File: src/rtl/debounce_pkg.sv
// Shared constants, helpers and types for the debounce_array pin-conditioning block.
// Used by debounce_channel and debounce_array.
package debounce_pkg;

    localparam int DEF_STABLE_CYC  = 100000;
    localparam int DEF_SYNC_STAGES = 2;

    // Counter width that never collapses to zero bits for tiny counts.
    function automatic int clog2_min1(input int n);
        return (n <= 2) ? 1 : $clog2(n);
    endfunction

    typedef struct packed {
        logic rise;
        logic fall;
    } edge_t;

endpackage

File: src/rtl/debounce_channel.sv
// One debounced input: synchroniser chain, candidate/stability counter, level and edge strobes.
// Level and strobes are all registered and update on the same clock edge.
module debounce_channel
    import debounce_pkg::*;
#(
    parameter int STABLE_CYC  = DEF_STABLE_CYC,
    parameter int SYNC_STAGES = DEF_SYNC_STAGES
) (
    input  logic clk_100mhz,
    input  logic rst_n,
    input  logic din,
    output logic level,
    output logic rise,
    output logic fall
);

    localparam int               CNT_W   = clog2_min1(STABLE_CYC);
    localparam logic [CNT_W-1:0] CNT_MAX = CNT_W'(STABLE_CYC - 1);

    logic [SYNC_STAGES-1:0] r_sync;
    logic                   r_cand;
    logic [CNT_W-1:0]       r_cnt;
    logic                   r_level;
    edge_t                  r_edge;

    logic  w_raw_s;
    logic  w_stable;
    logic  w_level_next;
    edge_t w_edge_next;

    assign w_raw_s  = r_sync[SYNC_STAGES-1];
    assign w_stable = (w_raw_s == r_cand) && (r_cnt == CNT_MAX);

    // The level only follows the candidate once the counter has saturated.
    assign w_level_next     = w_stable ? r_cand : r_level;
    assign w_edge_next.rise = w_level_next & ~r_level;
    assign w_edge_next.fall = ~w_level_next & r_level;

    always_ff @(posedge clk_100mhz or negedge rst_n) begin
        if (!rst_n) begin
            r_sync  <= '0;
            r_cand  <= 1'b0;
            r_cnt   <= '0;
            r_level <= 1'b0;
            r_edge  <= '0;
        end else begin
            r_sync <= {r_sync[SYNC_STAGES-2:0], din};
            if (w_raw_s != r_cand) begin
                r_cand <= w_raw_s;
                r_cnt  <= '0;
            end else if (r_cnt != CNT_MAX) begin
                r_cnt <= r_cnt + CNT_W'(1);
            end
            r_level <= w_level_next;
            r_edge  <= w_edge_next;
        end
    end

    assign level = r_level;
    assign rise  = r_edge.rise;
    assign fall  = r_edge.fall;

endmodule

File: src/rtl/debounce_array.sv
// Debouncer for N_BTN buttons and N_SW switches with press/release strobes, switch-change strobe and reset request.
// Optional auto-repeat on held buttons is enabled by defining AUTO_REPEAT_EN.
module debounce_array
    import debounce_pkg::*;
#(
    parameter int N_BTN         = 5,
    parameter int N_SW          = 8,
    parameter int STABLE_CYC    = 100000,
    parameter int SYNC_STAGES   = 2,
    parameter int RST_BTN_IDX   = 2,
    parameter int REPEAT_DELAY  = 50000000,
    parameter int REPEAT_PERIOD = 10000000
) (
    input  logic             clk_100mhz,
    input  logic             rst_n,
    input  logic [N_BTN-1:0] button,
    input  logic [N_SW-1:0]  SW,
    output logic [N_BTN-1:0] button_out,
    output logic [N_BTN-1:0] button_pulse,
    output logic [N_BTN-1:0] button_release,
    output logic [N_SW-1:0]  SW_OK,
    output logic             sw_change,
    output logic             rst
);

    logic [N_BTN-1:0] w_btn_level;
    logic [N_BTN-1:0] w_btn_rise;
    logic [N_BTN-1:0] w_btn_fall;
    logic [N_SW-1:0]  w_sw_level;
    logic [N_SW-1:0]  w_sw_rise;
    logic [N_SW-1:0]  w_sw_fall;
    logic             r_rst;

    for (genvar gi = 0; gi < N_BTN; gi++) begin : g_btn
        debounce_channel #(
            .STABLE_CYC (STABLE_CYC),
            .SYNC_STAGES(SYNC_STAGES)
        ) u_chan (
            .clk_100mhz(clk_100mhz),
            .rst_n     (rst_n),
            .din       (button[gi]),
            .level     (w_btn_level[gi]),
            .rise      (w_btn_rise[gi]),
            .fall      (w_btn_fall[gi])
        );
    end

    for (genvar gi = 0; gi < N_SW; gi++) begin : g_sw
        debounce_channel #(
            .STABLE_CYC (STABLE_CYC),
            .SYNC_STAGES(SYNC_STAGES)
        ) u_chan (
            .clk_100mhz(clk_100mhz),
            .rst_n     (rst_n),
            .din       (SW[gi]),
            .level     (w_sw_level[gi]),
            .rise      (w_sw_rise[gi]),
            .fall      (w_sw_fall[gi])
        );
    end

    always_ff @(posedge clk_100mhz or negedge rst_n) begin
        if (!rst_n) begin
            r_rst <= 1'b0;
        end else begin
            r_rst <= w_btn_level[RST_BTN_IDX];
        end
    end

`ifdef AUTO_REPEAT_EN
    localparam int               REP_W      = clog2_min1(REPEAT_DELAY);
    localparam logic [REP_W-1:0] REP_FIRE   = REP_W'(REPEAT_DELAY - 1);
    localparam logic [REP_W-1:0] REP_RELOAD = REP_W'(REPEAT_DELAY - REPEAT_PERIOD);

    for (genvar gi = 0; gi < N_BTN; gi++) begin : g_rep
        logic [REP_W-1:0] r_rep_cnt;
        logic             r_rep_pulse;

        // r_rep_cnt holds the number of cycles since the press strobe; reload restarts the period.
        always_ff @(posedge clk_100mhz or negedge rst_n) begin
            if (!rst_n) begin
                r_rep_cnt   <= '0;
                r_rep_pulse <= 1'b0;
            end else begin
                r_rep_pulse <= w_btn_level[gi] & ~w_btn_rise[gi] & (r_rep_cnt == REP_FIRE);
                if (!w_btn_level[gi]) begin
                    r_rep_cnt <= '0;
                end else if (w_btn_rise[gi]) begin
                    r_rep_cnt <= REP_W'(1);
                end else if (r_rep_cnt == REP_FIRE) begin
                    r_rep_cnt <= REP_RELOAD;
                end else begin
                    r_rep_cnt <= r_rep_cnt + REP_W'(1);
                end
            end
        end

        // A repeat that lands on the release edge is suppressed by the now-low level.
        assign button_pulse[gi] = w_btn_rise[gi] | (r_rep_pulse & w_btn_level[gi]);
    end
`else
    assign button_pulse = w_btn_rise;
`endif

    assign button_out     = w_btn_level;
    assign button_release = w_btn_fall;
    assign SW_OK          = w_sw_level;
    // Strobes are registered together with SW_OK, so this OR rises exactly on the SW_OK update.
    assign sw_change      = |(w_sw_rise | w_sw_fall);
    assign rst            = r_rst;

endmodule
File: config.mk
export PLATFORM = sky130hd
export DESIGN_NAME = debounce_array
export DESIGN_NICKNAME = d
export VERILOG_FILES = /design/src/rtl/debounce_pkg.sv /design/src/rtl/debounce_channel.sv /design/src/rtl/debounce_array.sv
export SDC_FILE = /design/constraint.sdc
export NUM_CORES = 1
export LEC_CHECK = 0
export ABC_CLOCK_PERIOD_IN_PS = 5100
export BUFFER_PORTS_ARGS = -buffer_cell sky130_fd_sc_hd__buf_2
export CORE_MARGIN = 1.5
export CORE_UTILIZATION = 55
export DETAILED_ROUTE_END_ITERATION = 6
export PLACE_DENSITY = 0.75
export SYNTH_ARGS = -nofsm -noshare
export SYNTH_HDL_FRONTEND = slang
export SYNTH_SLANG_ARGS = --single-unit
File: constraint.sdc
create_clock -name clk_100mhz -period 5.1 [get_ports clk_100mhz]
set_input_delay 0.765 -clock clk_100mhz [delete_from_list [all_inputs] [get_ports clk_100mhz]]
set_output_delay 0.765 -clock clk_100mhz [all_outputs]
set_load 0.05 [all_outputs]
==> out/metrics.csv, run 1 <==
metric,value,unit
finalCritPeriodShare,48.48,%
synth_nets,1463,
netlist_instances,1435,
cts_hold_buf,0,
cts.clk_slew.worst_paths,0.06,ns
power_density,327.1,mW/mm^2
cp_cell_sequence,nor4_1 -> nand4_1 -> buf_2,
cts_buffers,34,
fmax,404.4,MHz
ir_worst_vdd,0.0002587,V
dr_total_vias,10740,
cap_violations,0,
ys_seq_elements,300,
viasPerCell,5.939,
critical_path_arrival,1.71,ns
die_x,165.0,microns
cts_setup_buffers,0,
critPathKind,reg -> out,
outcome,completed,
grt_first_pass_wirelength,47950,microns
cts.repair.resized,0,
drive_gt1_share,8.893,%
power.total,5.208,mW
grt_pass1_vias,10360,
tightest_slew,1.270,ns
io_pins,40,
grt_usage,21.15,%
period_needed,2.473,ns
max_slew_margin,15.07,%
die_area,0.02722,sq mm
clkLatencyLatePin,0.50,ns
cts_tree,done,
cts_buffer_depth,3,
setup_tns,0,ns
grt_max_degree,127,
wl,27550,microns
ys.warnings.count,0,
hold_viol_final,0,
holdWs,0.2937,ns
rsz0062_at_grt,no,
seq_area_frac_synth,52.03,%
initialDrtViolationCount,680,
setup_viol,0,
syn2layout_area_growth,10.35,%
cts.sinks,300,
cts_root_buf,clkbuf_16,
wl_per_cell,15.24,microns
drt_pre_antenna_iters,5,
post-route-drc-count,0,
leakage,6.566,nW
overflow,0,
postRouteAntennaNets,0,
endpoint_kind,primary output,
hp-class,in -> async,
synth-main-ff-cell,dfrtp_1,
cp_max_fo,1,
slew_violations,0,
antennaDiodeCount,0,
coreArea,0.02591,sq mm
syn_area_per_cell,10.05,sq um
skew,0.01136,ns
io_buffers,39,
synth_area,0.01443,sq mm
row_count,59,
cp-start-kind,flop,
start_util,55.69,%
dieHeight,165.0,microns
async_flop_share,100.0,%
slowest_delay,0.47,ns
slowest_stage,nor4_1,
synth_edf_count,0,
synth_cell_type_count,52,
nets,1480,
required,4.34,ns
worst-path-buf-inv,1,
cpLargestDelayFamily,simple AND/OR/NAND/NOR gates,
antenna_found_initial,0,
place.gp.congestion,0.8597,
cts_htree_levels,2,
dp_hpwl,18150,microns
[power breakdown]
group	switching [mW]	leakage, nW	internal, mW
Clock	0.926	0.552	1.51
Combinational	0.170	1.94	0.0828
Sequential	0.0717	4.07	2.45
[state kept, by name, summed over array words and instances, names as in the netlist]
name                 cells
g_sw.u_chan.r_sync      16
g_sw.u_chan.r_cand       8
g_sw.u_chan.level        8
g_btn.u_chan.fall        5
g_sw.u_chan.fall         8
g_btn.u_chan.r_sync     10
g_btn.u_chan.level       5
g_btn.u_chan.rise        5
g_sw.u_chan.rise         8
g_btn.u_chan.r_cnt      85
g_btn.u_chan.r_cand      5
rst                      1
g_sw.u_chan.r_cnt      136
[stage by stage]
stage                     setup slack (ns)  std cells  util, %  area [sq um]
final                                2.627       1808    61.45         15920
after global routing                 2.438       1808    61.45         15920
after CTS                            2.610       1808    61.45         15920
after detailed placement             2.662       1751    57.10         14790
after global placement               2.754       1751    57.10         14790
after floorplan                      3.168       1435        -         14430
[cells in the mapped netlist, drive strengths merged, types with 2 or more instances]
library cell	number	area, sq um
xor2	62	543.0
o31ai	12	90.09
and3	11	68.82
or3	35	219.0
and3b	2	17.52
or4b	5	50.05
inv	32	120.1
xnor2	74	648.1
a31oi	18	112.6
nor2	147	551.8
a21oi	60	300.3
o31a	2	17.52
o32ai	2	17.52
nor4bb	11	110.1
a211oi	6	45.04
buf	27	192.7
nand4b	5	43.79
clkbuf	41	153.9
nor3b	4	30.03
or2	4	25.02
ha	13	162.7
nor2b	8	50.05
nand4bb	7	78.83
a41o	3	30.03
dfrtp	300	7507
nand4	66	412.9
mux2i	11	110.1
and4b	3	30.03
o211ai	19	142.6
a31o	13	113.9
mux2	4	45.04
and2	6	37.54
a211o	3	26.28
o21ai	65	325.3
nor4	39	284.0
nand2	121	454.2
a21boi	3	22.52
nand3	60	300.3
or4	25	191.4
and4	34	297.8
nand2b	4	25.02
nor3	50	250.2
nor4b	16	155.2
[logic make-up after synthesis]
| logic type | synth area share, % |
|---|---|
| simple gates | 25.61 |
| flops | 52.03 |
| compound gates | 8.672 |
| xor+xnor | 8.255 |
| buf+inv | 3.235 |
| mux | 1.075 |
| fa+ha+maj | 1.127 |
[metal layers]
metal / vias to the layer above / wire [microns] / part of all wire, % / global-route usage, %
met5: - / 0 / 0 / 0
met4: 0 / 634 / 2.3 / 6.634
met3: 54 / 1019 / 3.7 / 3.466
met2: 192 / 13040 / 47 / 34.66
met1: 5260 / 12850 / 47 / 28.83
li1: 5232 / - / - / -
[final timing paths]
path	start	to	slack [ns]	cells past startpoint
setup / recovery	g_sw[0].u_chan.fall	sw_change	2.63	3
hold / removal	rst_n	g_btn[1].u_chan.r_cnt[2]	0.29	1
setup reg to reg	g_btn[1].u_chan.r_cnt[5]	g_btn[1].u_chan.level	2.67	4
hold reg to reg	g_btn[4].u_chan.r_sync[0]	g_btn[4].u_chan.r_sync[1]	0.35	0
max in group asynchronous	rst_n	g_sw[7].u_chan.r_sync[1]	3.54	2
min in group clk_100mhz	g_btn[4].u_chan.r_sync[0]	g_btn[4].u_chan.r_sync[1]	0.35	0
[area by class of cell]
cell class	count	area (sq um)
multi-input combinational	1035	6455
inverter	32	120.1
clock inverter	10	135.1
clock buffer	47	993.5
timing repair buffer	49	292.8
fill	2051	9988
sequential	300	7507
tap	335	419.2
[cell usage in the layout, fill, tap and decap left out, types with 24 or more instances in the layout]
cell       instances
buf_2             38
xnor2_1           74
or3_1             35
dfrtp_1          300
a21oi_1           60
nor3_1            50
or4_1             24
nor4_1            34
inv_1             32
nand4_1           66
nand3_1           60
nor2_1           147
o21ai_0           56
clkbuf_16         37
nand2_1          121
and4_1            34
xor2_1            62
No activity file was read; power rests on OpenSTA's default activity.
==> run 2, diff against run 1 <==
- ABC_CLOCK_PERIOD_IN_PS: 5100 -> 2220
- PLACE_DENSITY: 0.75 -> 0.77
- clock period: 5.1 -> 2.22 ns (I/O delays scaled with it)
==> run 2 against run 1 <==
Net effect: final area increased by 1.5%; largest power group unchanged; register-to-register slack got worse by 2.6 ns; flip-flop and latch count unchanged; non-clock buffer count increased by 31; combinational power increased by 150%; clock power increased by 120%; sequential share of layout area decreased by 0.70 points; cell count increased by 1.5%; core utilization increased by 0.93 points.
==> out/metrics.csv, run 2 (synthesis gave the netlist of run 1 again) <==
metric,value,unit
cts_setup_buffers,0,
cpLargestDelayFamily,simple AND/OR/NAND/NOR gates,
place.gp.congestion,0.8798,
final_util,62.38,%
fillers,2057,
slowest_delay,0.69,ns
outcome,completed,
tightest_slew,0.6869,ns
dr_total_vias,10750,
period_needed,2.120,ns
overflow,0,
cp-start-kind,flop,
clkLatencyLatePin,0.55,ns
max_slew_margin,54.05,%
leakage,6.682,nW
cts_buffer_depth,3,
cts.clk_slew.worst_paths,0.06,ns
cts_htree_levels,1,
hold_viol_final,0,
largest-register,g_sw.u_chan.r_cnt,
antennaDiodeCount,0,
dp_slack,0.1216,ns
row_count,59,
grt_first_pass_wirelength,46910,microns
cts_root_buf,clkbuf_16,
grt_max_degree,63,
start_util,55.69,%
drive_gt1_share,10.13,%
dp_hpwl,18140,microns
multi_input_area,0.006455,sq mm
final_common_cell,dfrtp_1,
cp_cell_sequence,or4b_1 -> or4_1 -> o21ai_1 -> o211ai_1,
reg_top3,"g_sw.u_chan.r_cnt (136), g_btn.u_chan.r_cnt (85), g_sw.u_chan.r_sync (16)",
setup_tns,0,ns
grt_util_met1,28.01,%
fmax,471.6,MHz
io_buffers,39,
grt_pass1_vias,10290,
coreArea,0.02591,sq mm
skew,0.01059,ns
die_area,0.02722,sq mm
hp-class,in -> async,
nets,1508,
worst-path-buf-inv,0,
grt_use_met2,34.51,%
cts_tree,done,
antenna_found_initial,0,
largest_reg_flops,136,
wl_per_cell,14.70,microns
power_density,722.7,mW/mm^2
io_pins,40,
cap_violations,0,
cts.repair.resized,0,
critical_path_arrival,2.54,ns
slew_violations,0,
final.setup.worst_slack,0.09966,ns
cp_max_fo,5,
mostFrequentLayoutCells,"300 x dfrtp_1, 147 x nor2_1, 121 x nand2_1",
cts_buffers,31,
grt_usage,20.53,%
cts.sinks,300,
die_x,165.0,microns
critPathKind,reg -> reg,
rsz0062_at_grt,no,
required,2.64,ns
post-route-drc-count,0,
ir_worst_vdd,0.0007785,V
dieHeight,165.0,microns
postRouteAntennaNets,0,
cts_hold_buf,14,
drt_pre_antenna_iters,5,
endpoint_kind,flop,
finalCritPeriodShare,95.51,%
viasPerCell,5.853,
slowest_stage,or4_1,
initialDrtViolationCount,716,
regArea,0.007507,sq mm
syn2layout_area_growth,12.03,%
setup_viol,0,
wl,26990,microns
use_met3,2.863,%
grt_busiest_layer,met2,
[run 2: cell count changes in the layout (fill, tap and decap cells not counted), sizes merged]
cell         previous run  this run
buf                    49        66
dlygate4sd3             0        14
clkbuf                 47        39
clkinvlp                1         5
inv                    32        33
[run 2: final timing paths]
check | end | slack [ns] | startpoint | cells after the start
min in group clk_100mhz | g_btn[2].u_chan.r_sync[1] | 0.35 | g_btn[2].u_chan.r_sync[0] | 0
hold / removal | g_btn[1].u_chan.r_cnt[1] | 0.33 | rst_n | 2
setup / recovery | g_sw[1].u_chan.level | 0.1 | g_sw[1].u_chan.r_cnt[14] | 4
setup reg to reg | g_sw[1].u_chan.level | 0.1 | g_sw[1].u_chan.r_cnt[14] | 4
hold reg to reg | g_btn[2].u_chan.r_sync[1] | 0.35 | g_btn[2].u_chan.r_sync[0] | 0
max in group asynchronous | g_btn[3].u_chan.r_sync[0] | 1.21 | rst_n | 3
[run 2: per-stage QoR]
| step | cell area, sq um | hold slack, ns | cells | power (mW) |
|---|---|---|---|---|
| floorplan | 14430 | 0.03741 | 1435 | 6.204 |
| global placement | 14970 | 0.3171 | 1768 | 6.464 |
| detailed placement | 14970 | 0.3227 | 1768 | 6.494 |
| CTS | 16160 | 0.3256 | 1836 | 11.85 |
| global route | 16160 | 0.3553 | 1836 | 12.15 |
| finish | 16160 | 0.3318 | 1836 | 11.68 |
[run 2: area by class of cell]
class	count	share of cell area, %
multi-input cells	1035	39.93
well taps	335	2.593
clock buffers	39	5.480
flip-flops and latches	300	46.44
clock inverters	15	1.029
repair buffers	80	3.777
inverters	32	0.7431
[run 2: power by group]
group	internal, mW	switching [mW]
Sequential	5.62	0.162
Clock	3.15	2.13
Combinational	0.233	0.391
Total	9.00	2.68
[run 2: routing by layer]
| metal | vias up | routed length [microns] |
|---|---|---|
| li1 | 5282 | - |
| met1 | 5224 | 12690 |
| met2 | 195 | 12760 |
| met3 | 45 | 974 |
| met4 | 0 | 576 |
| met5 | - | 0 |
